==> src/rtl/bcd_to_bin_seq_if.sv <==
// Digit-entry to binary converter handshake: six BCD digits and start in,
// registered binary result with busy/done/invalid status out.
interface bcd_to_bin_seq_if #(
  parameter int BIN_W = 20
);
  logic             start;
  logic [3:0]       bcd_digit_0;
  logic [3:0]       bcd_digit_1;
  logic [3:0]       bcd_digit_2;
  logic [3:0]       bcd_digit_3;
  logic [3:0]       bcd_digit_4;
  logic [3:0]       bcd_digit_5;
  logic [BIN_W-1:0] bin_number;
  logic             busy;
  logic             done;
  logic             invalid;

  modport master (
    output start, bcd_digit_0, bcd_digit_1, bcd_digit_2,
           bcd_digit_3, bcd_digit_4, bcd_digit_5,
    input  bin_number, busy, done, invalid
  );

  modport slave (
    input  start, bcd_digit_0, bcd_digit_1, bcd_digit_2,
           bcd_digit_3, bcd_digit_4, bcd_digit_5,
    output bin_number, busy, done, invalid
  );
endinterface

==> src/rtl/bcd_to_bin_seq.sv <==
// Sequential BCD-to-binary converter using reverse double-dabble: one right
// shift of {bcd, bin} per cycle, then -3 on every BCD digit that reads >= 8.
module bcd_to_bin_seq #(
  parameter int NUM_DIGITS = 6,
  parameter int BIN_W      = 20,
  parameter int CNT_W      = 5
) (
  input  logic            clk,
  input  logic            reset,
  bcd_to_bin_seq_if.slave bus
);
  localparam int BCD_W = 4 * NUM_DIGITS;

  typedef enum logic {IDLE, SHIFT} state_t;

  state_t                   state;
  logic [BCD_W-1:0]         bcd_q;
  logic [BIN_W-1:0]         bin_q;
  logic [CNT_W-1:0]         cnt_q;
  logic [BIN_W-1:0]         bin_number;
  logic                     busy;
  logic                     done;
  logic                     invalid;

  logic [BCD_W-1:0]         digits_in;
  logic                     any_bad;
  logic [BCD_W+BIN_W-1:0]   shifted;
  logic [BCD_W-1:0]         bcd_corr;
  logic [BIN_W-1:0]         bin_sh;

  // Most significant digit sits at the top of the packed BCD word.
  assign digits_in = {bus.bcd_digit_5, bus.bcd_digit_4, bus.bcd_digit_3,
                      bus.bcd_digit_2, bus.bcd_digit_1, bus.bcd_digit_0};

  assign shifted = {1'b0, bcd_q, bin_q[BIN_W-1:1]};
  assign bin_sh  = shifted[BIN_W-1:0];

  // NOTE: every always_comb output gets a default before any conditional
  // update, so no path leaves it unassigned and no latch is inferred.
  always_comb begin
    bcd_corr = shifted[BCD_W+BIN_W-1:BIN_W];
    for (int i = 0; i < NUM_DIGITS; i++) begin
      if (bcd_corr[4*i +: 4] >= 4'd8)
        bcd_corr[4*i +: 4] = bcd_corr[4*i +: 4] - 4'd3;
    end
  end

  always_comb begin
    any_bad = 1'b0;
    for (int i = 0; i < NUM_DIGITS; i++) begin
      if (digits_in[4*i +: 4] > 4'd9)
        any_bad = 1'b1;
    end
  end

  // NOTE: all state is updated with non-blocking assignments so every
  // register samples pre-edge values regardless of statement order.
  always_ff @(posedge clk or posedge reset) begin
    if (reset) begin
      state      <= IDLE;
      bcd_q      <= '0;
      bin_q      <= '0;
      cnt_q      <= '0;
      bin_number <= '0;
      busy       <= 1'b0;
      done       <= 1'b0;
      invalid    <= 1'b0;
    end else begin
      done <= 1'b0;
      case (state)
        IDLE: begin
          if (bus.start) begin
            bcd_q <= digits_in;
            bin_q <= '0;
            cnt_q <= '0;
            if (any_bad) begin
              // Bad digit: report immediately without entering SHIFT.
              bin_number <= '0;
              invalid    <= 1'b1;
              done       <= 1'b1;
            end else begin
              state <= SHIFT;
              busy  <= 1'b1;
            end
          end
        end

        SHIFT: begin
          bcd_q <= bcd_corr;
          bin_q <= bin_sh;
          cnt_q <= cnt_q + CNT_W'(1);
          if (cnt_q == CNT_W'(BIN_W - 1)) begin
            bin_number <= bin_sh;
            invalid    <= 1'b0;
            done       <= 1'b1;
            busy       <= 1'b0;
            state      <= IDLE;
          end
        end

        default: state <= IDLE;
      endcase
    end
  end

  assign bus.bin_number = bin_number;
  assign bus.busy       = busy;
  assign bus.done       = done;
  assign bus.invalid    = invalid;
endmodule
==> src/flat_wrapper.sv <==
// flat-port wrapper written by rule: the top's interface ports become plain ports
module bcd_to_bin_seq_flat 
#(
  parameter int NUM_DIGITS = 6,
  parameter int BIN_W      = 20,
  parameter int CNT_W      = 5
)
  (clk, reset, bus_start, bus_bcd_digit_0, bus_bcd_digit_1, bus_bcd_digit_2, bus_bcd_digit_3, bus_bcd_digit_4, bus_bcd_digit_5, bus_bin_number, bus_busy, bus_done, bus_invalid);
  bcd_to_bin_seq_if #(.BIN_W(BIN_W)) bus_i ();
  input  logic clk;
  input  logic reset;
  input wire logic [$bits(bus_i.start)-1:0] bus_start;
  input wire logic [$bits(bus_i.bcd_digit_0)-1:0] bus_bcd_digit_0;
  input wire logic [$bits(bus_i.bcd_digit_1)-1:0] bus_bcd_digit_1;
  input wire logic [$bits(bus_i.bcd_digit_2)-1:0] bus_bcd_digit_2;
  input wire logic [$bits(bus_i.bcd_digit_3)-1:0] bus_bcd_digit_3;
  input wire logic [$bits(bus_i.bcd_digit_4)-1:0] bus_bcd_digit_4;
  input wire logic [$bits(bus_i.bcd_digit_5)-1:0] bus_bcd_digit_5;
  output wire logic [$bits(bus_i.bin_number)-1:0] bus_bin_number;
  output wire logic [$bits(bus_i.busy)-1:0] bus_busy;
  output wire logic [$bits(bus_i.done)-1:0] bus_done;
  output wire logic [$bits(bus_i.invalid)-1:0] bus_invalid;
  assign bus_i.start = bus_start;
  assign bus_i.bcd_digit_0 = bus_bcd_digit_0;
  assign bus_i.bcd_digit_1 = bus_bcd_digit_1;
  assign bus_i.bcd_digit_2 = bus_bcd_digit_2;
  assign bus_i.bcd_digit_3 = bus_bcd_digit_3;
  assign bus_i.bcd_digit_4 = bus_bcd_digit_4;
  assign bus_i.bcd_digit_5 = bus_bcd_digit_5;
  assign bus_bin_number = bus_i.bin_number;
  assign bus_busy = bus_i.busy;
  assign bus_done = bus_i.done;
  assign bus_invalid = bus_i.invalid;
  bcd_to_bin_seq #(.NUM_DIGITS(NUM_DIGITS), .BIN_W(BIN_W), .CNT_W(CNT_W)) u_core (.clk(clk), .reset(reset), .bus(bus_i));
endmodule
==> config.mk <==
export PLATFORM = sky130hd
export DESIGN_NAME = bcd_to_bin_seq_flat
export DESIGN_NICKNAME = d
export VERILOG_FILES = /design/src/rtl/bcd_to_bin_seq_if.sv /design/src/rtl/bcd_to_bin_seq.sv /design/src/flat_wrapper.sv
export SDC_FILE = /design/constraint.sdc
export NUM_CORES = 1
export LEC_CHECK = 0
export BUFFER_PORTS_ARGS = -buffer_cell sky130_fd_sc_hd__buf_2
export CAP_MARGIN = 10
export CORE_ASPECT_RATIO = 1.5
export CORE_UTILIZATION = 43
export DETAILED_ROUTE_END_ITERATION = 12
export PLACE_DENSITY = 0.7
export SLEW_MARGIN = 10
export SYNTH_ARGS = -nofsm -noshare
export SYNTH_HDL_FRONTEND = slang
export SYNTH_SLANG_ARGS = --single-unit
==> constraint.sdc <==
create_clock -name clk -period 2.4 [get_ports clk]
set_input_delay 0.48 -clock clk [delete_from_list [all_inputs] [get_ports clk]]
set_output_delay 0.48 -clock clk [all_outputs]
set_load 0.05 [all_outputs]
==> results of run 1 <==
==> critical path, cell delays in order (launching register included) <==
cell      delay, ps
dfrtp_2         580
nand2b_1        260
a21oi_4         680
or2_2           230
==> power groups by stage <==
stage	Combinational, uW	Clock, uW	Sequential (uW)
floorplan	1040	0	1810
global placement	1150	0	1890
detailed placement	1200	0	1910
CTS	1210	1330	1890
global route	1380	1370	1940
finish	1200	1290	1890
==> cell families after synthesis <==
family,after synthesis
AOI/OAI and AO/OA,87
xor gates and xnor gates,11
adders and majority gates,11
buffers and inverters,35
DFF,72
muxes,25
and+or+nand+nor,126
==> layout make-up <==
class / instances / area [um2]
timing repair buffer: 54 / 295
clock buffer: 11 / 243
sequential: 72 / 1800
multi-input combinational: 260 / 1630
inverter: 12 / 45.0
tap: 105 / 131
clock inverter: 4 / 45.0
fill: 725 / 3870
==> metrics by stage <==
| step | total power (uW) | worst slack, ps |
|---|---|---|
| 2_1_floorplan | 2850 | 95.1 |
| 3_3_place_gp | 3040 | 451 |
| 3_5_place_dp | 3110 | 425 |
| 4_1_cts | 4440 | 504 |
| 5_1_grt | 4700 | 400 |
| 6_report | 4380 | 572 |
==> state kept, by name, summed over array words and instances (netlist names) <==
| name | count |
|---|---|
| u_core.state | 1 |
| u_core.bus.invalid | 1 |
| u_core.bcd_q | 24 |
| u_core.bus.bin_number | 20 |
| u_core.bus.busy | 1 |
| u_core.cnt_q | 5 |
| u_core.bin_q | 19 |
| u_core.bus.done | 1 |
==> worst max path at each step <==
stage                                       from                           to  slack (ps)  cells past startpoint
after floorplan                            reset  u_core.bcd_q[0]$_DFFE_PP0P_         100                      1
after global placement        bus_bcd_digit_0[2]    u_core.bus.done$_DFF_PP0_         450                      5
after detailed placement      bus_bcd_digit_0[2]    u_core.bus.done$_DFF_PP0_         430                      5
after CTS                 u_core.state$_DFF_PP0_    u_core.bus.done$_DFF_PP0_         500                      3
after global routing      u_core.state$_DFF_PP0_    u_core.bus.done$_DFF_PP0_         400                      3
final                     u_core.state$_DFF_PP0_    u_core.bus.done$_DFF_PP0_         570                      3
==> per-layer routing <==
| layer | global-route usage (%) | vias to the layer above | wire (um) |
|---|---|---|---|
| met4 | 7.69 | 0 | 84 |
| met1 | 20.3 | 1212 | 3110 |
| met3 | 4.06 | 6 | 290 |
| li1 | - | 1303 | - |
| met2 | 30.2 | 66 | 3400 |
| met5 | 0 | - | 0 |
==> cell usage in the layout (no fill, tap or decap), drive strengths merged, types with 6 or more instances in the layout <==
| cell type | instances |
|---|---|
| nand2b | 26 |
| mux2i | 24 |
| o21ai | 61 |
| nand2 | 80 |
| buf | 54 |
| clkbuf | 11 |
| nor2 | 9 |
| inv | 12 |
| xnor2 | 6 |
| dfrtp | 72 |
| a21oi | 12 |
| ha | 11 |
==> impl_metrics.csv, run 1 <==
group,metric,value,unit
sta,rsz0062_at_grt,"false",
sta,hold_viol,0,
yosys,synth_commonest_cells,"nand2_1 (80), dfrtp_1 (72), o21ai_0 (40), nand2b_1 (26), mux2i_1 (24)",
layout,drive_above_1_share,23.5,%
worst_hold_path,hold_path.class,"in2async",
yosys,ys.flop_type,"dfrtp_1",
yosys,netlist.area_leader.share,49.8,%
place,io_buffer_count,49,
drt,via_count,2587,
place,globalplace.congestion,0.712,
floorplan,die_area,8790,um2
cts,clk_latency,330,ps
yosys,async_flop_share,100,%
global_routing,grt_max_degree,53,
place,place_inst,503,
worst_setup_path,cp-end-kind,"register",
worst_setup_path,arrival,2100,ps
drt,drc,0,
cts,clock-sinks,72,
drt,drt_wl_total,6880,um
power_and_ir_drop,p_int,2890,uW
yosys,synth.area.top_cells,"dfrtp_1 (50%), nand2_1 (8.3%), mux2i_1 (6.6%), o21ai_0 (5.5%), o21ai_2 (4.8%)",
yosys,synth_area,3620,um2
yosys,synth-compound-area-share,15.3,%
power_and_ir_drop,cellPowerDensity,1050,nW/um2
layout,fin_util,52.0,%
run_status,status,"finished clean",
cts,clkTransAtPathRegs,50,ps
yosys,yosysSeqAreaShare,49.8,%
worst_setup_path,startpoint_type,"register",
floorplan,die_w,76.9,um
floorplan,row_count,40,
layout,stdcell_count,518,
sta,finClkSkew,4.75,ps
floorplan,num_io_pins,50,
global_routing,grt_pass1_wl,11900,um
worst_setup_path,r2r_slack,570,ps
place,place_area,3900,um2
drt,wl_per_cell,13.3,um
power_and_ir_drop,power_switching,1490,uW
cts,cts_tree,"built",
yosys,synth_xor_area_share,2.66,%
power_and_ir_drop,clkPwrFrac,29.5,%
yosys,synth_fa_ha_area_share,3.81,%
worst_setup_path,cp_data_required_time,2670,ps
yosys,synth-seq-cells,72,
sta,holdWs,164,ps
worst_setup_path,rr_startpoint,"u_core.state$_DFF_PP0_",
global_routing,grt_use_total,17.4,%
drt,drtIter0Drc,173,
drt,viasPerCell,4.99,
sta,setup_viol,0,
cts,postCtsHoldBufs,0,
floorplan,die_height,114,um
power_and_ir_drop,combPwrFrac,27.3,%
cts,cts_root_buf,"clkbuf_16",
sta,fin_crit,1830,ps
sta,slew_violations,0,
sta,worst_pin_slew,888,ps
layout,area_growth_syn_to_layout,15.8,%
worst_setup_path,r2r_end,"u_core.bus.done$_DFF_PP0_",
drt,final_antenna_net_count,0,
yosys,muxShareOfSynthArea,6.96,%
yosys,synth-simple-area-share,16.2,%
global_routing,grt_pass1_vias,2616,
sta,slew_headroom,40.7,%
power_and_ir_drop,p_sw_share,34.0,%
worst_setup_path,critPathKind,"reg2reg",
yosys,synthDistinctLibCells,34,
cts,htreeDepth,3,
power_and_ir_drop,cellLeakagePower,0.00200,uW
worst_setup_path,crit_fanout,30,
worst_setup_path,worst_r2r_path_depth,3,
power_and_ir_drop,p_seq_share,43.2,%
yosys,synth_edf_count,0,
layout,layout.nets,447,
cts,clockBufferDepth,2,
yosys,syn_inst,367,
yosys,yosysTopAreaCell,"dfrtp_1",
global_routing,overflow,0,
yosys,ys_warn_count,0,
yosys,synth_top_family_by_area,"simple AND/OR/NAND/NOR gates",
yosys,synth_nets,405,
place,dp_hpwl,4500,um
cts,cts_resized,0,
flow_run,drv_cap,0,
power_and_ir_drop,vdd_ir_drop_max,563,uV
floorplan,start_util,44.9,%
cts,cts_buffers,9,
global_routing,antenna_found_initial,0,
floorplan,fp.coreArea,8060,um2
sta,max_freq,547,MHz
yosys,avgSynthCellArea,9.85,um2
layout,design_area,4190,um2
sta,period_share,76.2,%
yosys,synth_most_common_cell,"nand2_1",
sta,fin_tns_setup,0,ps
drt,firstDrtPassIters,4,
layout,diodes,0,
cts,post_cts_buffers,0,
Note: power is estimated with default switching activity, not from simulation.
==> run 2, diff against run 1 <==
--- a/config.mk
+++ b/config.mk
@@ -10,7 +10,7 @@
 export CORE_ASPECT_RATIO = 1.5
 export CORE_UTILIZATION = 43
 export DETAILED_ROUTE_END_ITERATION = 12
-export PLACE_DENSITY = 0.7
+export PLACE_DENSITY = 0.68
 export SLEW_MARGIN = 10
 export SYNTH_ARGS = -nofsm -noshare
 export SYNTH_HDL_FRONTEND = slang
==> constraint.sdc (replaced) <==
create_clock -name clk -period 1.7 [get_ports clk]
set_input_delay 0.34 -clock clk [delete_from_list [all_inputs] [get_ports clk]]
set_output_delay 0.34 -clock clk [all_outputs]
set_load 0.05 [all_outputs]
==> impl_metrics.csv, run 2 (synthesis gave the netlist of run 1 again) <==
group,metric,value,unit
sta,fin_ws,297,ps
layout,top_regs,"u_core.bcd_q (24), u_core.bus.bin_number (20), u_core.bin_q (19)",
floorplan,fp.coreArea,8060,um2
layout,stdcell_count,522,
cts,postCtsHoldBufs,0,
sta,rsz0062_at_grt,"false",
worst_setup_path,crit_start,"u_core.cnt_q[0]$_DFFE_PP0P_",
floorplan,start_util,44.9,%
power_and_ir_drop,cellPowerDensity,1470,nW/um2
worst_setup_path,critPathCapture,"u_core.bus.done$_DFF_PP0_",
cts,cts_tree,"built",
floorplan,die_height,114,um
worst_setup_path,r2r_end,"u_core.bus.done$_DFF_PP0_",
layout,layout_commonest_cell,"nand2_1",
sta,slew_headroom,72.5,%
floorplan,row_count,40,
drt,drtIter0Drc,162,
worst_setup_path,startpoint_type,"register",
global_routing,grt_use_total,17.6,%
sta,period_share,82.5,%
global_routing,grt_pass1_vias,2581,
cts,cts_resized,0,
place,place_inst,507,
cts,clkTransAtPathRegs,50,ps
place,pre_cts_ws,103,ps
sta,worst_pin_slew,412,ps
flow_run,drv_cap,0,
layout,largest_reg_flops,24,
sta,fin_crit,1400,ps
drt,drc,0,
layout,layout.nets,451,
sta,hold_viol,0,
worst_setup_path,arrival,1620,ps
worst_setup_path,cp-end-kind,"register",
floorplan,die_w,76.9,um
global_routing,overflow,0,
worst_setup_path,cp_data_required_time,1920,ps
place,io_buffer_count,49,
place,dp_hpwl,4610,um
worst_setup_path,crit_fanout,21,
cts,htreeDepth,3,
power_and_ir_drop,vdd_ir_drop_max,775,uV
drt,firstDrtPassIters,4,
run_status,status,"finished clean",
cts,clockBufferDepth,2,
layout,top_register,"u_core.bcd_q",
layout,area_growth_syn_to_layout,17.5,%
sta,max_freq,713,MHz
power_and_ir_drop,cellLeakagePower,0.00203,uW
cts,cts_root_buf,"clkbuf_16",
cts,cts_buffers,9,
worst_setup_path,r2r_slack,300,ps
global_routing,antenna_found_initial,0,
drt,via_count,2629,
global_routing,grt_pass1_wl,11900,um
place,globalplace.congestion,0.750,
cts,clk_latency,340,ps
cts,clock-sinks,72,
drt,viasPerCell,5.04,
drt,wl_per_cell,13.2,um
sta,fin_tns_setup,0,ps
global_routing,grt_max_degree,52,
sta,setup_viol,0,
layout,design_area,4250,um2
cts,post_cts_buffers,0,
place,place_area,3960,um2
drt,final_antenna_net_count,0,
worst_hold_path,hold_path.class,"in2async",
power_and_ir_drop,p_total,6260,uW
worst_setup_path,critPathKind,"reg2reg",
layout,layout_common_cells,"nand2_1 (80), dfrtp_1 (71), buf_2 (49), o21ai_0 (40), nand2b_1 (26)",
layout,diodes,0,
sta,slew_violations,0,
worst_setup_path,rr_startpoint,"u_core.cnt_q[0]$_DFFE_PP0P_",
floorplan,num_io_pins,50,
floorplan,die_area,8790,um2
worst_setup_path,worst_r2r_path_depth,3,
sta,finClkSkew,3.04,ps
layout,drive_above_1_share,24.2,%
drt,drt_wl_total,6920,um
run 2: changes by cell type in the layout (fill, tap and decap cells not counted), sizes merged:
cell      previous run  this run
inv                 12        11
clkinvlp             0         1
buf                 54        58
run 2: layout make-up:
type                    instances  area, um2
clock buffers                  11        243
fillers                       742       3810
well taps                     105        131
inverters                      12       48.8
clock inverters                 4       45.0
repair buffers                 58        350
flip-flops and latches         72       1800
multi-input cells             260       1630
run 2: power breakdown:
group          total [uW]  switching (uW)  internal (uW)
clock                1830             675           1160
sequential           2610             469           2140
combinational        1810             999            815
total                6260            2140           4110
run 2: metrics by stage:
| step | utilization [%] | hold slack, ps |
|---|---|---|
| finish | 52.7 | 1.19 |
| global route | 52.7 | 26.9 |
| CTS | 52.7 | 5.00 |
| detailed placement | 49.1 | 366 |
| global placement | 49.1 | 361 |
| floorplan | - | 441 |
run 2: layer usage:
metal	track usage, %	share of wire (%)	vias to the layer above
met5	0	0	-
met4	10.0	2.4	0
met3	4.06	3.9	13
met2	30.1	50	50
met1	20.1	44	1253
li1	-	-	1313
run 2: worst min-delay path by stage:
stage                                 from                        endpoint  slack (ps)  cells after the start
2_1_floorplan  u_core.cnt_q[4]$_DFFE_PP0P_     u_core.cnt_q[4]$_DFFE_PP0P_         440                      1
3_3_place_gp                         reset     u_core.bcd_q[4]$_DFFE_PP0P_         360                      2
3_5_place_dp                         reset     u_core.bcd_q[4]$_DFFE_PP0P_         370                      2
4_1_cts                              reset     u_core.bcd_q[4]$_DFFE_PP0P_           5                      2
5_1_grt                              reset     u_core.bcd_q[4]$_DFFE_PP0P_          30                      2
6_report                             reset  u_core.bus.invalid$_DFFE_PP0P_           1                      2
run 2: critical path: stages (launching register included):
cell     delay (ps)
dfrtp_1         400
ha_1            300
and3_4          280
or2_2           310
==> run 3, diff against run 2 <==
--- a/config.mk
+++ b/config.mk
@@ -10,7 +10,7 @@
 export CORE_ASPECT_RATIO = 1.5
 export CORE_UTILIZATION = 43
 export DETAILED_ROUTE_END_ITERATION = 12
-export PLACE_DENSITY = 0.68
+export PLACE_DENSITY = 0.7
 export SLEW_MARGIN = 10
 export SYNTH_ARGS = -nofsm -noshare
 export SYNTH_HDL_FRONTEND = slang
==> constraint.sdc (replaced) <==
create_clock -name clk -period 1.2 [get_ports clk]
set_input_delay 0.24 -clock clk [delete_from_list [all_inputs] [get_ports clk]]
set_output_delay 0.24 -clock clk [all_outputs]
set_load 0.05 [all_outputs]
==> impl_metrics.csv, run 3 (synthesis gave the netlist of run 1 again) <==
group,metric,value,unit
run_status,status,"complete, but fails checks",
run_status,violations,"negative setup slack",
layout,layout.nets,491,
global_routing,grt_use_total,19.1,%
cts,cts_buffers,9,
sta,period_share,109,%
sta,max_freq,768,MHz
worst_setup_path,cp.buffers_inverters,1,
global_routing,grt_pass1_vias,2895,
global_routing,grt_pass1_wl,13000,um
layout,top_register,"u_core.bcd_q",
worst_setup_path,arrival,1570,ps
global_routing,grt_busiest_layer,"met2",
flow_run,drv_cap,0,
worst_setup_path,cp_cell_sequence,"nor3b_4 > buf_4 > and3_4 > nand2_1 > o21ai_2",
cts,htreeDepth,3,
drt,firstDrtPassIters,6,
global_routing,grt_util_met1,21.3,%
worst_hold_path,hold_path.class,"in2reg",
place,place_area,4180,um2
worst_setup_path,crit_slowest_cell,"dfrtp_1",
sta,hold_viol,0,
sta,slew_violations,0,
layout,design_area,4820,um2
floorplan,die_w,76.9,um
worst_setup_path,slowest_delay,410,ps
cts,cts_root_buf,"clkbuf_16",
sta,holdWs,184,ps
sta,fin_crit,1300,ps
place,io_buffer_count,49,
layout,layout_commonest_cell,"dfrtp_1",
sta,slew_headroom,81.6,%
drt,drc,0,
worst_setup_path,r2r_end,"u_core.bus.bin_number[14]$_DFFE_PP0P_",
sta,fin_ws,-102,ps
global_routing,grt_max_degree,39,
power_and_ir_drop,p_seq_share,36.2,%
sta,rsz0062_at_grt,"true",
worst_setup_path,crit_start,"u_core.cnt_q[2]$_DFFE_PP0P_",
worst_setup_path,crit_fanout,5,
worst_setup_path,startpoint_type,"register",
worst_hold_path,min_to,"u_core.bcd_q[23]$_DFFE_PP0P_",
cts,clk_latency,340,ps
drt,drtIter0Drc,130,
floorplan,row_count,40,
floorplan,num_io_pins,50,
global_routing,grt_use_met2,34.6,%
layout,layout_common_cells,"dfrtp_1 (71), nand2_1 (68), buf_4 (47), o21ai_0 (29), buf_2 (26)",
sta,setup_viol,23,
layout,area_growth_syn_to_layout,33.2,%
worst_setup_path,cp_data_required_time,1470,ps
layout,diodes,0,
worst_setup_path,rr_startpoint,"u_core.cnt_q[2]$_DFFE_PP0P_",
worst_setup_path,cp-end-kind,"register",
worst_hold_path,worstHoldPathCells,3,
place,dp_hpwl,5250,um
worst_setup_path,critPathKind,"reg2reg",
drt,final_antenna_net_count,0,
cts,clkTransAtPathRegs,60,ps
drt,via_count,2806,
power_and_ir_drop,cellLeakagePower,0.00227,uW
worst_setup_path,worst_r2r_path_depth,5,
layout,drive_above_1_share,36.0,%
drt,viasPerCell,4.98,
cts,clock-sinks,72,
floorplan,start_util,44.9,%
sta,finClkSkew,6.20,ps
cts,clockBufferDepth,2,
floorplan,fp.coreArea,8060,um2
power_and_ir_drop,cellPowerDensity,2130,nW/um2
layout,fillers,687,
worst_setup_path,critPathTopFamily,"simple AND/OR/NAND/NOR gates",
power_and_ir_drop,combPwrFrac,33.4,%
power_and_ir_drop,power_switching,3420,uW
power_and_ir_drop,p_int,6840,uW
floorplan,die_height,114,um
power_and_ir_drop,clkPwrFrac,30.4,%
worst_hold_path,hold_start,"bus_bcd_digit_5[3]",
global_routing,antenna_found_initial,0,
global_routing,overflow,0,
sta,worst_pin_slew,277,ps
place,globalplace.congestion,0.746,
worst_setup_path,r2r_slack,-100,ps
drt,wl_per_cell,13.8,um
cts,cts_tree,"built",
power_and_ir_drop,p_sw_share,33.3,%
floorplan,die_area,8790,um2
sta,fin_tns_setup,-1720,ps
layout,top_regs,"u_core.bcd_q (24), u_core.bus.bin_number (20), u_core.bin_q (19)",
power_and_ir_drop,vdd_ir_drop_max,1190,uV
layout,largest_reg_flops,24,
global_routing,grt_use_met3,4.78,%
drt,drt_wl_total,7760,um
run 3: cell types whose count changed in the layout (fill, tap and decap cells not counted), sizes merged, moves of 2 or more:
cell    previous run  this run
bufinv             1         3
and3               1         3
clkbuf            11        20
buf               58        85
run 3: cell type report:
cell class	instances	area, um2	share of cell area [%]
inverter	12	48.8	1.01
multi-input combinational	262	1750	36.4
tap	105	131	2.73
timing repair buffer	96	733	15.2
clock buffer	10	229	4.75
clock inverter	6	116	2.42
sequential	72	1800	37.4
run 3: stage by stage:
stage	util (%)	power, uW	worst slack, ps	std cells
after global routing	59.8	10900	-169	563
after global placement	51.9	6500	-133	536
after floorplan	-	5700	-8.53	367
after detailed placement	51.9	6670	-139	536
after CTS	57.6	9940	-93.3	558
final	59.8	10300	-102	563
run 3: what timing repair did:
item,CTS,global route
pin swaps,4,14
buffers inserted,3,6
hold endpoints to repair,7,0
resized for setup,23,53
endpoints found under the setup margin,39,53
hold buffers,1,0
cloned,2,0
run 3: power by group through the flow:
stage	sequential [uW]	clock [uW]	combinational, uW
3_3_place_gp	3660	0	2840
5_1_grt	3790	3260	3840
2_1_floorplan	3620	0	2090
4_1_cts	3690	3170	3080
3_5_place_dp	3700	0	2970
6_report	3710	3120	3430
run 3: layer usage:
metal  vias to the layer above  share of wire (%)
li1                       1393                  -
met1                      1349                 42
met2                        54                 53
met3                        10                3.7
met4                         0                1.7
met5                         -                  0
run 3: worst max-delay path by stage:
| stage | endpoint | slack (ps) | depth (start not counted) |
|---|---|---|---|
| 6_report | u_core.bus.bin_number[14]$_DFFE_PP0P_ | -100 | 5 |
| 5_1_grt | u_core.bus.bin_number[14]$_DFFE_PP0P_ | -170 | 5 |
| 4_1_cts | u_core.bus.bin_number[3]$_DFFE_PP0P_ | -90 | 5 |
| 3_5_place_dp | u_core.bus.invalid$_DFFE_PP0P_ | -140 | 6 |
| 3_3_place_gp | u_core.bus.invalid$_DFFE_PP0P_ | -130 | 6 |
| 2_1_floorplan | u_core.bus.bin_number[10]$_DFFE_PP0P_ | -9 | 5 |
run 3: worst min-delay path: stages:
cell	delay, ps
buf_2	90
mux2i_1	60
nor2_1	90
